<file path="src/rtl/significand_divider_if.sv">
// Handshake and data bundle for the radix-2 significand divider.
// The requester (master) drives start/a/b; the divider (slave) returns
// busy/done and the registered quotient, sticky and divide-by-zero flags.
interface significand_divider_if #(
  parameter int W = 53,
  parameter int N = W + 2
);
  logic         start;
  logic [W-1:0] a;
  logic [W-1:0] b;
  logic         busy;
  logic         done;
  logic [N-1:0] quotient;
  logic         sticky;
  logic         dz;

  modport master (
    output start, a, b,
    input  busy, done, quotient, sticky, dz
  );

  modport slave (
    input  start, a, b,
    output busy, done, quotient, sticky, dz
  );
endinterface

</file>
<file path="src/rtl/significand_divider.sv">
// Sequential radix-2 restoring divider for normalized significands.
// One quotient bit retires per clock; N iterations produce
// floor(a*2^(N-1)/b) plus a sticky bit for the final remainder.
// A zero divisor skips iteration and reports all-ones/sticky/dz one edge
// after the request is sampled, without ever raising busy.
module significand_divider #(
  parameter int W = 53,
  parameter int N = W + 2
) (
  input  logic                 clk,
  input  logic                 reset,
  significand_divider_if.slave bus
);

  localparam int CW = $clog2(N);
  localparam logic [CW-1:0] LAST_COUNT = CW'(N - 1);

  typedef enum logic {
    IDLE = 1'b0,
    RUN  = 1'b1
  } state_t;

  // Architectural state
  state_t        state_r;
  logic [W:0]    rem_r;
  logic [W-1:0]  div_r;
  logic [N-1:0]  q_r;
  logic [CW-1:0] count_r;
  logic          busy_r;
  logic          done_r;
  logic [N-1:0]  quotient_r;
  logic          sticky_r;
  logic          dz_r;
  // Set on the edge that samples a zero-divisor request; the flags are
  // published on the following edge so the dz case takes one cycle.
  logic          dz_pend_r;

  // Next-state values
  state_t        state_s;
  logic [W:0]    rem_s;
  logic [W-1:0]  div_s;
  logic [N-1:0]  q_s;
  logic [CW-1:0] count_s;
  logic          busy_s;
  logic          done_s;
  logic [N-1:0]  quotient_s;
  logic          sticky_s;
  logic          dz_s;
  logic          dz_pend_s;

  // Iteration datapath
  logic [W+1:0]  diff_s;
  logic          bit_s;
  logic [W:0]    r_s;
  logic [N-1:0]  q_shift_s;

  // Trial subtraction: a clear sign bit means the divisor fits and the
  // remainder is replaced by the difference; otherwise it is restored.
  always_comb begin
    diff_s    = {1'b0, rem_r} - {2'b00, div_r};
    bit_s     = ~diff_s[W+1];
    if (bit_s) begin
      r_s = diff_s[W:0];
    end else begin
      r_s = rem_r;
    end
    q_shift_s = (q_r << 1) | {{(N-1){1'b0}}, bit_s};
  end

  // Next-state and output logic for the IDLE/RUN controller.
  always_comb begin
    state_s    = state_r;
    rem_s      = rem_r;
    div_s      = div_r;
    q_s        = q_r;
    count_s    = count_r;
    busy_s     = busy_r;
    done_s     = 1'b0;
    quotient_s = quotient_r;
    sticky_s   = sticky_r;
    dz_s       = dz_r;
    dz_pend_s  = 1'b0;

    case (state_r)
      IDLE: begin
        if (bus.start) begin
          if (bus.b != {W{1'b0}}) begin
            rem_s   = {1'b0, bus.a};
            div_s   = bus.b;
            q_s     = {N{1'b0}};
            count_s = {CW{1'b0}};
            busy_s  = 1'b1;
            dz_s    = 1'b0;
            state_s = RUN;
          end else begin
            dz_pend_s = 1'b1;
            state_s   = IDLE;
          end
        end else begin
          state_s = IDLE;
        end
      end

      RUN: begin
        q_s     = q_shift_s;
        rem_s   = {r_s[W-1:0], 1'b0};
        count_s = count_r + {{(CW-1){1'b0}}, 1'b1};
        if (count_r == LAST_COUNT) begin
          quotient_s = q_shift_s;
          sticky_s   = (r_s != {(W+1){1'b0}});
          done_s     = 1'b1;
          busy_s     = 1'b0;
          state_s    = IDLE;
        end else begin
          state_s = RUN;
        end
      end

      default: begin
        busy_s  = 1'b0;
        state_s = IDLE;
      end
    endcase

    // A pending zero-divisor result completes here; it owns the result
    // flags on this edge even if a new request is accepted alongside it.
    if (dz_pend_r) begin
      quotient_s = {N{1'b1}};
      sticky_s   = 1'b1;
      dz_s       = 1'b1;
      done_s     = 1'b1;
    end else begin
      dz_s = dz_s;
    end
  end

  // State and result registers with synchronous reset.
  always_ff @(posedge clk) begin
    if (reset) begin
      state_r    <= IDLE;
      rem_r      <= {(W+1){1'b0}};
      div_r      <= {W{1'b0}};
      q_r        <= {N{1'b0}};
      count_r    <= {CW{1'b0}};
      busy_r     <= 1'b0;
      done_r     <= 1'b0;
      quotient_r <= {N{1'b0}};
      sticky_r   <= 1'b0;
      dz_r       <= 1'b0;
      dz_pend_r  <= 1'b0;
    end else begin
      state_r    <= state_s;
      rem_r      <= rem_s;
      div_r      <= div_s;
      q_r        <= q_s;
      count_r    <= count_s;
      busy_r     <= busy_s;
      done_r     <= done_s;
      quotient_r <= quotient_s;
      sticky_r   <= sticky_s;
      dz_r       <= dz_s;
      dz_pend_r  <= dz_pend_s;
    end
  end

  assign bus.busy     = busy_r;
  assign bus.done     = done_r;
  assign bus.quotient = quotient_r;
  assign bus.sticky   = sticky_r;
  assign bus.dz       = dz_r;

endmodule

</file>
<file path="src/flat_wrapper.sv">
// flat-port wrapper written by rule: the top's interface ports become plain ports
module significand_divider_flat 
#(
  parameter int W = 53,
  parameter int N = W + 2
)
  (clk, reset, bus_start, bus_a, bus_b, bus_busy, bus_done, bus_quotient, bus_sticky, bus_dz);
  significand_divider_if #(.W(W), .N(N)) bus_i ();
  input  logic clk;
  input  logic reset;
  input wire logic [$bits(bus_i.start)-1:0] bus_start;
  input wire logic [$bits(bus_i.a)-1:0] bus_a;
  input wire logic [$bits(bus_i.b)-1:0] bus_b;
  output wire logic [$bits(bus_i.busy)-1:0] bus_busy;
  output wire logic [$bits(bus_i.done)-1:0] bus_done;
  output wire logic [$bits(bus_i.quotient)-1:0] bus_quotient;
  output wire logic [$bits(bus_i.sticky)-1:0] bus_sticky;
  output wire logic [$bits(bus_i.dz)-1:0] bus_dz;
  assign bus_i.start = bus_start;
  assign bus_i.a = bus_a;
  assign bus_i.b = bus_b;
  assign bus_busy = bus_i.busy;
  assign bus_done = bus_i.done;
  assign bus_quotient = bus_i.quotient;
  assign bus_sticky = bus_i.sticky;
  assign bus_dz = bus_i.dz;
  significand_divider #(.W(W), .N(N)) u_core (.clk(clk), .reset(reset), .bus(bus_i));
endmodule
</file>
<file path="config.mk">
export PLATFORM = sky130hd
export DESIGN_NAME = significand_divider_flat
export DESIGN_NICKNAME = d
export VERILOG_FILES = /design/src/rtl/significand_divider_if.sv /design/src/rtl/significand_divider.sv /design/src/flat_wrapper.sv
export SDC_FILE = /design/constraint.sdc
export NUM_CORES = 1
export LEC_CHECK = 0
export CORE_MARGIN = 2
export CORE_UTILIZATION = 51
export DETAILED_ROUTE_END_ITERATION = 7
export PLACE_DENSITY = 0.79
export SLEW_MARGIN = 0
export SYNTH_ARGS = -nofsm -noshare
export SYNTH_HDL_FRONTEND = slang
export SYNTH_SLANG_ARGS = --single-unit
</file>
<file path="constraint.sdc">
create_clock -name clk -period 3.5 [get_ports clk]
set_input_delay 0.35 -clock clk [delete_from_list [all_inputs] [get_ports clk]]
set_output_delay 0.35 -clock clk [all_outputs]
set_load 0.005 [all_outputs]
</file>
* Word-level counts from Yosys, hierarchy flattened
Index checks and enable logic that the tools add are counted.
** Storage, ports and cells
- Flip-flop bits (word level) :: 228
- Bits in latches :: 0
- Bits in writable memories :: 0
- Memory bits (read-only) :: 0
- Output and inout port bits :: 59
- Word-level logic and storage cells :: 66
- Memories kept :: 0
** Cells by class
- Add/subtract/negate cells :: 2
- $mul :: 0
- Divide/modulo/power cells :: 0
- Magnitude comparators :: 0
- Eq/ne operators :: 5
- Shift operators :: 0
- Multiplexer cells :: 32
- Bitwise logic cells :: 4
- Reduce and logical (&&, ||, !) cells :: 12
** Operator list (count)
- $mux 54 :: 5
- $pmux 54 s2 :: 2
- $mux 55 :: 3
- $or 55x1->55 :: 1
- $sub 54x53->55 :: 1
- $reduce_bool 54->1 :: 1
- $reduce_bool 53->1 :: 1
- $mux 1 :: 17
- $mux 6 :: 2
- $pmux 6 s2 :: 1
- $reduce_and 3->1 :: 3
- $reduce_bool 2->1 :: 4
- $add 6x1->6 const B :: 1
- $eq 6x6->1 const B :: 1
- $ne 2x2->1 const B :: 3
- $pmux 1 s2 :: 2
- $reduce_and 2->1 :: 2
- $not 1->1 :: 3
- $reduce_or 3->1 :: 1
- $ne 2x1->1 const B :: 1

* Logic depth before layout (Yosys ltp)
- Depth after elaboration :: 6
- Gate-level depth with buffers :: 17
- Gate-level depth less buffers :: 15

* Worst setup path after synthesis
Ideal clock, no wire load.
- Path kind :: register to register
- Start point :: reg u_core.rem_r[0]
- End point :: reg u_core.sticky_r, in the netlist u_core.bus.sticky
- Library setup time :: 127 ps
- Data arrival time :: 3277 ps
- Slack :: 96 ps
- Stages on the path, launching flop included :: 16
- Buffers on the path :: 0
- Period minus slack after synthesis :: 3404 ps
- Path through :: dfxtp_1 inv_1 ha_1 inv_1 fa_1 a21o_1 a221oi_2 o21bai_2 a211oi_2 o21ai_1 a32o_1 or4_1 o41ai_1 nand2_1 nor4_1 a21oi_1
** Between the ends
- Word-level cells in the longest chain between the ends :: 6
** RTL lines
- from (decl) :: line significand_divider.sv:25 : logic [W:0] rem_r;
- from (signal assigned) :: line significand_divider.sv:141 : rem_r <= {(W+1){1'b0}};
- from (signal assigned) :: line significand_divider.sv:153 : rem_r <= rem_s;
- $sub 54x53->55 :: line significand_divider.sv:60 : diff_s = {1'b0, rem_r} - {2'b00, div_r};
- $mux 54 (*) :: line significand_divider.sv:62 : if (bit_s) begin
- $reduce_bool 54->1 (*) :: line significand_divider.sv:110 : sticky_s = (r_s != {(W+1){1'b0}});
- $mux 1 (*) :: line significand_divider.sv:108 : if (count_r == LAST_COUNT) begin
- $mux 1 (*) :: line significand_divider.sv:84 : case (state_r)
- $mux 1 (*) :: line significand_divider.sv:127 : if (dz_pend_r) begin
- to (signal assigned) :: line significand_divider.sv:160 : sticky_r <= sticky_s;
- to (decl) :: line significand_divider.sv:32 : logic sticky_r;
Mark *: on every way between the ends. The rest lies on a longest branch, timed or not. The select of a mux whose other input is x is not followed.
A chain may end at the register's enable or synchronous reset.

* Final worst setup path
Ends and elaborated chain as after synthesis.

==> impl_metrics.csv <==
group,metric,value,unit
run_status,outcome,"finished, violations left",
run_status,failed_checks,"negative setup slack",
global_routing,via_count_of_the_first_global_routing_pass,14320,
yosys,async_flop_share,0,%
timing,skew,0.01884,ns
place,portBuffers,167,
power,cellInternalPower,8225,uW
yosys,ys.flop_type,"sky130_fd_sc_hd__dfxtp_1",
place,detailed_place_hpwl,35.20,mm
yosys,yosysWarningCount,0,
yosys,synth-seq-area-share,34.11,%
critical_path,critical_path_arrival,4.08,ns
die,area_of_the_die,27550,um2
timing,max_slew.worst_pin.slew,0.9299,ns
detailed_routing,routed-via-count,14720,
detailed_routing,via_per_inst,6.014,
die,floorplan.core_area,25910,um2
die,pin_count,168,
critical_path,rr_startpoint,"u_core.rem_r[0]",
critical_path,critPathLaunch,"u_core.rem_r[0]",
timing,timing.final.max_slew_violations,0,
critical_path,setup.worst_path.class,"reg2reg",
global_routing,antenna_found_initial,2,
yosys,synthesis.area,13380,um2
power,swShare,41.88,%
final_layout,postLayoutCellArea,18160,um2
power,leakage,0.007691,uW
final_layout,final_common_cell,"sky130_fd_sc_hd__nand2_1",
timing,maxClockFrequency,273.4,MHz
min_path,min-delay-start,"reset",
die,floorplan.die.height,166.0,um
place,post_dp_cell_area,16740,um2
detailed_routing,wl,48.40,mm
die,cell_rows,59,
clocking,clock_tree.buffer_depth,3,
detailed_routing,drt-pass1-iter-count,8,
timing,rsz0062_at_grt,"yes",
clocking,clkSlewWorstSetupHoldPaths,0.07,ns
detailed_routing,wl_per_cell,19.77,um
place,place_congestion,1.003,
min_path,hold_path.class,"in2reg",
final_layout,filler_cell_count,2127,
clocking,clock_tree_sinks,228,
power,total_power,14150,uW
clocking,cts_root_buffer,"sky130_fd_sc_hd__clkbuf_16",
clocking,cts_buffers,25,
yosys,ys_seq_elements,228,
yosys,syn_nets,1954,
final_layout,combined_area_of_the_multi_input_logic_cells,8368,um2
timing,period_needed,3.658,ns
timing,max-slew-margin-rel,38.00,%
final_layout,number_of_nets_in_the_layout,2258,
timing,post-route-period-util,104.5,%
final_layout,ff_latch_area,4573,um2
timing,final_critical_path_setup_slack,-0.1577,ns
critical_path,critical_path_required,3.92,ns
critical_path,r2r_setup_slack,-0.16,ns
detailed_routing,detail_route.iter0.violations,1600,
final_layout,drive_gt1_share,17.71,%
critical_path,startpoint_kind_of_the_worst_setup_timing_path,"flip-flop",
power,power_frac_clock,18.8,%
power,share_comb_of_total_power,60.5,%
yosys,syn_inst,1789,
timing,setup_viol,23,
clocking,h_tree_level_count,1,
global_routing,grt-ovfl-total,0,
power,power.share.sequential,20.7,%
critical_path,worstReg2RegEnd,"u_core.bus.sticky",
die,floorplan.die.width,166.0,um
yosys,synth-edff-count,0,
detailed_routing,drc_errors,0,
detailed_routing,ant_nets,0,
critical_path,timing.reg2reg.worst_path_depth,17,
global_routing,pin_count_of_the_biggest_net_entering_global_routing,91,
final_layout,synth_to_layout_area_growth,35.74,%
timing,hold_violations,0,
global_routing,global_route_wire_length_before_repair,75.81,mm
critical_path,worst-path-max-fanout,4,
critical_path,end_kind,"flip-flop",
clocking,tritoncts,"built",
die,initial_core_util,51.64,%
power,max-vdd-ir-drop,0.5830,mV
power,power-per-cell-area,779.1,nW/um2
critical_path,critPathCapture,"u_core.bus.sticky",
flow_run,cap_violations,0,
power,switching_power,5926,uW
global_routing,grt_util_all_layers,33.36,%
clocking,post_cts_hold_buffer_count,0,
yosys,synth_unique_cells,83,
yosys,synth_area_per_cell,7.480,um2
clocking,clkLatencyLatePin,0.55,ns
final_layout,commonest_cells_after_routing_fill_and_taps_aside,"sky130_fd_sc_hd__nand2_1 (238), sky130_fd_sc_hd__dfxtp_1 (223), sky130_fd_sc_hd__nor2_1 (219)",
[power by group through the flow]
stage	Combinational, uW	Clock [uW]	Sequential (uW)
2_1_floorplan	4210	0	2940
3_3_place_gp	7230	0	2960
3_5_place_dp	7260	0	2970
4_1_cts	7580	2690	2910
5_1_grt	9150	2800	2940
6_report	8560	2670	2920
[registers in the layout (all words and copies together), names as in the netlist]
| register | flops |
|---|---|
| u_core.bus.busy | 1 |
| u_core.bus.quotient | 55 |
| u_core.q_r | 54 |
| u_core.bus.dz | 1 |
| u_core.count_r | 6 |
| u_core.div_r | 53 |
| u_core.dz_pend_r | 1 |
| u_core.rem_r | 54 |
| u_core.state_r | 1 |
| u_core.bus.sticky | 1 |
| u_core.bus.done | 1 |
[through the flow]
step	instances	util, %	TNS, ns	hold slack, ns	worst slack [ns]
after floorplan	1789	-	0	0.4363	0.09601
after global placement	2380	64.62	-2.107	0.4335	-0.2636
after detailed placement	2380	64.62	-3.622	0.4420	-0.2635
after CTS	2433	68.58	-0.06849	0.2875	-0.06849
after global routing	2447	70.09	-6.399	0.3188	-0.2743
final	2448	70.10	-1.245	0.2899	-0.1577
[layout make-up]
class	instances	share of cell area (%)
antenna	1	0.01378
timing repair buffer	405	20.53
clock buffer	27	3.541
tap	335	2.308
sequential	228	25.18
clock inverter	19	0.9575
multi-input combinational	1365	46.07
inverter	68	1.405
[kinds of logic (layout without fill, tap and decap cells)]
group / after synthesis / after routing / share of synthesized area [%]
multiplexers: 10 / 10 / 0.7480
other: 0 / 1 / 0
AO/OA/AOI/OAI: 494 / 494 / 24.49
AND/OR/NAND/NOR: 763 / 763 / 26.75
adder cells (fa/ha/maj): 56 / 56 / 5.292
flip-flops: 228 / 228 / 34.11
XOR/XNOR: 42 / 42 / 2.749
buffers and inverters: 196 / 519 / 5.863
[worst min-delay path by stage]
stage	endpoint	slack, ns	cells past startpoint
after detailed placement	u_core.bus.busy	0.44	1
final	u_core.rem_r[49]	0.29	2
after global routing	u_core.bus.quotient[5]	0.32	2
after CTS	u_core.rem_r[49]	0.29	2
after floorplan	u_core.div_r[10]	0.44	2
after global placement	u_core.bus.busy	0.43	1
[cells in the mapped netlist (3+ instances only)]
| cell | n | area (um2) |
|---|---|---|
| sky130_fd_sc_hd__a31o_2 | 3 | 26.28 |
| sky130_fd_sc_hd__nand4_1 | 21 | 131.4 |
| sky130_fd_sc_hd__or3_1 | 8 | 50.05 |
| sky130_fd_sc_hd__o21ai_0 | 73 | 365.4 |
| sky130_fd_sc_hd__a32oi_1 | 3 | 26.28 |
| sky130_fd_sc_hd__o211ai_1 | 9 | 67.56 |
| sky130_fd_sc_hd__or4_1 | 3 | 22.52 |
| sky130_fd_sc_hd__a221oi_1 | 5 | 43.79 |
| sky130_fd_sc_hd__nor3b_1 | 5 | 37.54 |
| sky130_fd_sc_hd__nor2b_1 | 58 | 362.9 |
| sky130_fd_sc_hd__and3_1 | 67 | 419.2 |
| sky130_fd_sc_hd__a31oi_1 | 9 | 56.30 |
| sky130_fd_sc_hd__a21o_1 | 24 | 180.2 |
| sky130_fd_sc_hd__a211oi_1 | 61 | 457.9 |
| sky130_fd_sc_hd__a21oi_2 | 4 | 35.03 |
| sky130_fd_sc_hd__nand2_1 | 253 | 949.7 |
| sky130_fd_sc_hd__o21a_1 | 9 | 67.56 |
| sky130_fd_sc_hd__buf_4 | 3 | 22.52 |
| sky130_fd_sc_hd__nor4_1 | 25 | 156.4 |
| sky130_fd_sc_hd__and2_1 | 14 | 87.58 |
| sky130_fd_sc_hd__mux2i_1 | 10 | 100.1 |
| sky130_fd_sc_hd__inv_1 | 68 | 255.2 |
| sky130_fd_sc_hd__nor2_1 | 220 | 825.8 |
| sky130_fd_sc_hd__a21oi_1 | 187 | 935.9 |
| sky130_fd_sc_hd__nand3_1 | 29 | 145.1 |
| sky130_fd_sc_hd__ha_1 | 55 | 688.2 |
| sky130_fd_sc_hd__buf_2 | 18 | 90.09 |
| sky130_fd_sc_hd__o31ai_1 | 5 | 37.54 |
| sky130_fd_sc_hd__nor3_1 | 26 | 130.1 |
| sky130_fd_sc_hd__xor2_1 | 10 | 87.58 |
| sky130_fd_sc_hd__clkbuf_1 | 102 | 382.9 |
| sky130_fd_sc_hd__a22oi_1 | 13 | 97.59 |
| sky130_fd_sc_hd__o22ai_1 | 3 | 18.77 |
| sky130_fd_sc_hd__xnor2_1 | 32 | 280.3 |
| sky130_fd_sc_hd__and4_1 | 8 | 70.07 |
| sky130_fd_sc_hd__a222oi_1 | 40 | 400.4 |
| sky130_fd_sc_hd__nand2b_1 | 11 | 68.82 |
| sky130_fd_sc_hd__or2_2 | 4 | 25.02 |
| sky130_fd_sc_hd__dfxtp_1 | 228 | 4564 |
| sky130_fd_sc_hd__a21boi_0 | 6 | 45.04 |
| sky130_fd_sc_hd__buf_1 | 3 | 11.26 |
[routing by layer]
layer	global-route usage [%]	wire [um]	vias to the layer above
met4	11.46	1821	2
met1	43.75	20330	6985
li1	-	-	6972
met5	0	13	-
met3	5.767	4069	111
met2	55.62	22160	653
[critical path, cell delays in order, from the launching register on]
cell and delay [ns]:
sky130_fd_sc_hd__dfxtp_2 0.32, sky130_fd_sc_hd__inv_2 0.07, sky130_fd_sc_hd__ha_4 0.14, sky130_fd_sc_hd__inv_2 0.03, sky130_fd_sc_hd__fa_2 0.33, sky130_fd_sc_hd__a21o_1 0.22
sky130_fd_sc_hd__buf_6 0.14, sky130_fd_sc_hd__a311o_1 0.31, sky130_fd_sc_hd__nand3_2 0.14, sky130_fd_sc_hd__a21oi_4 0.08, sky130_fd_sc_hd__or3_4 0.41, sky130_fd_sc_hd__a21boi_4 0.25
sky130_fd_sc_hd__buf_6 0.15, sky130_fd_sc_hd__nor3_4 0.04, sky130_fd_sc_hd__a2111oi_4 0.36, sky130_fd_sc_hd__nand4_1 0.14, sky130_fd_sc_hd__nor4_2 0.30, sky130_fd_sc_hd__a21oi_1 0.10
[repair_timing]
action | in CTS | in global routing
gates resized for setup | 35 | 63
endpoints found under the hold margin | 0 | 0
endpoints found under the setup margin | 40 | 47
pin swaps | 20 | 30
buffers inserted | 7 | 12
cloned | 0 | 3
(Power assumes the default switching activity.)
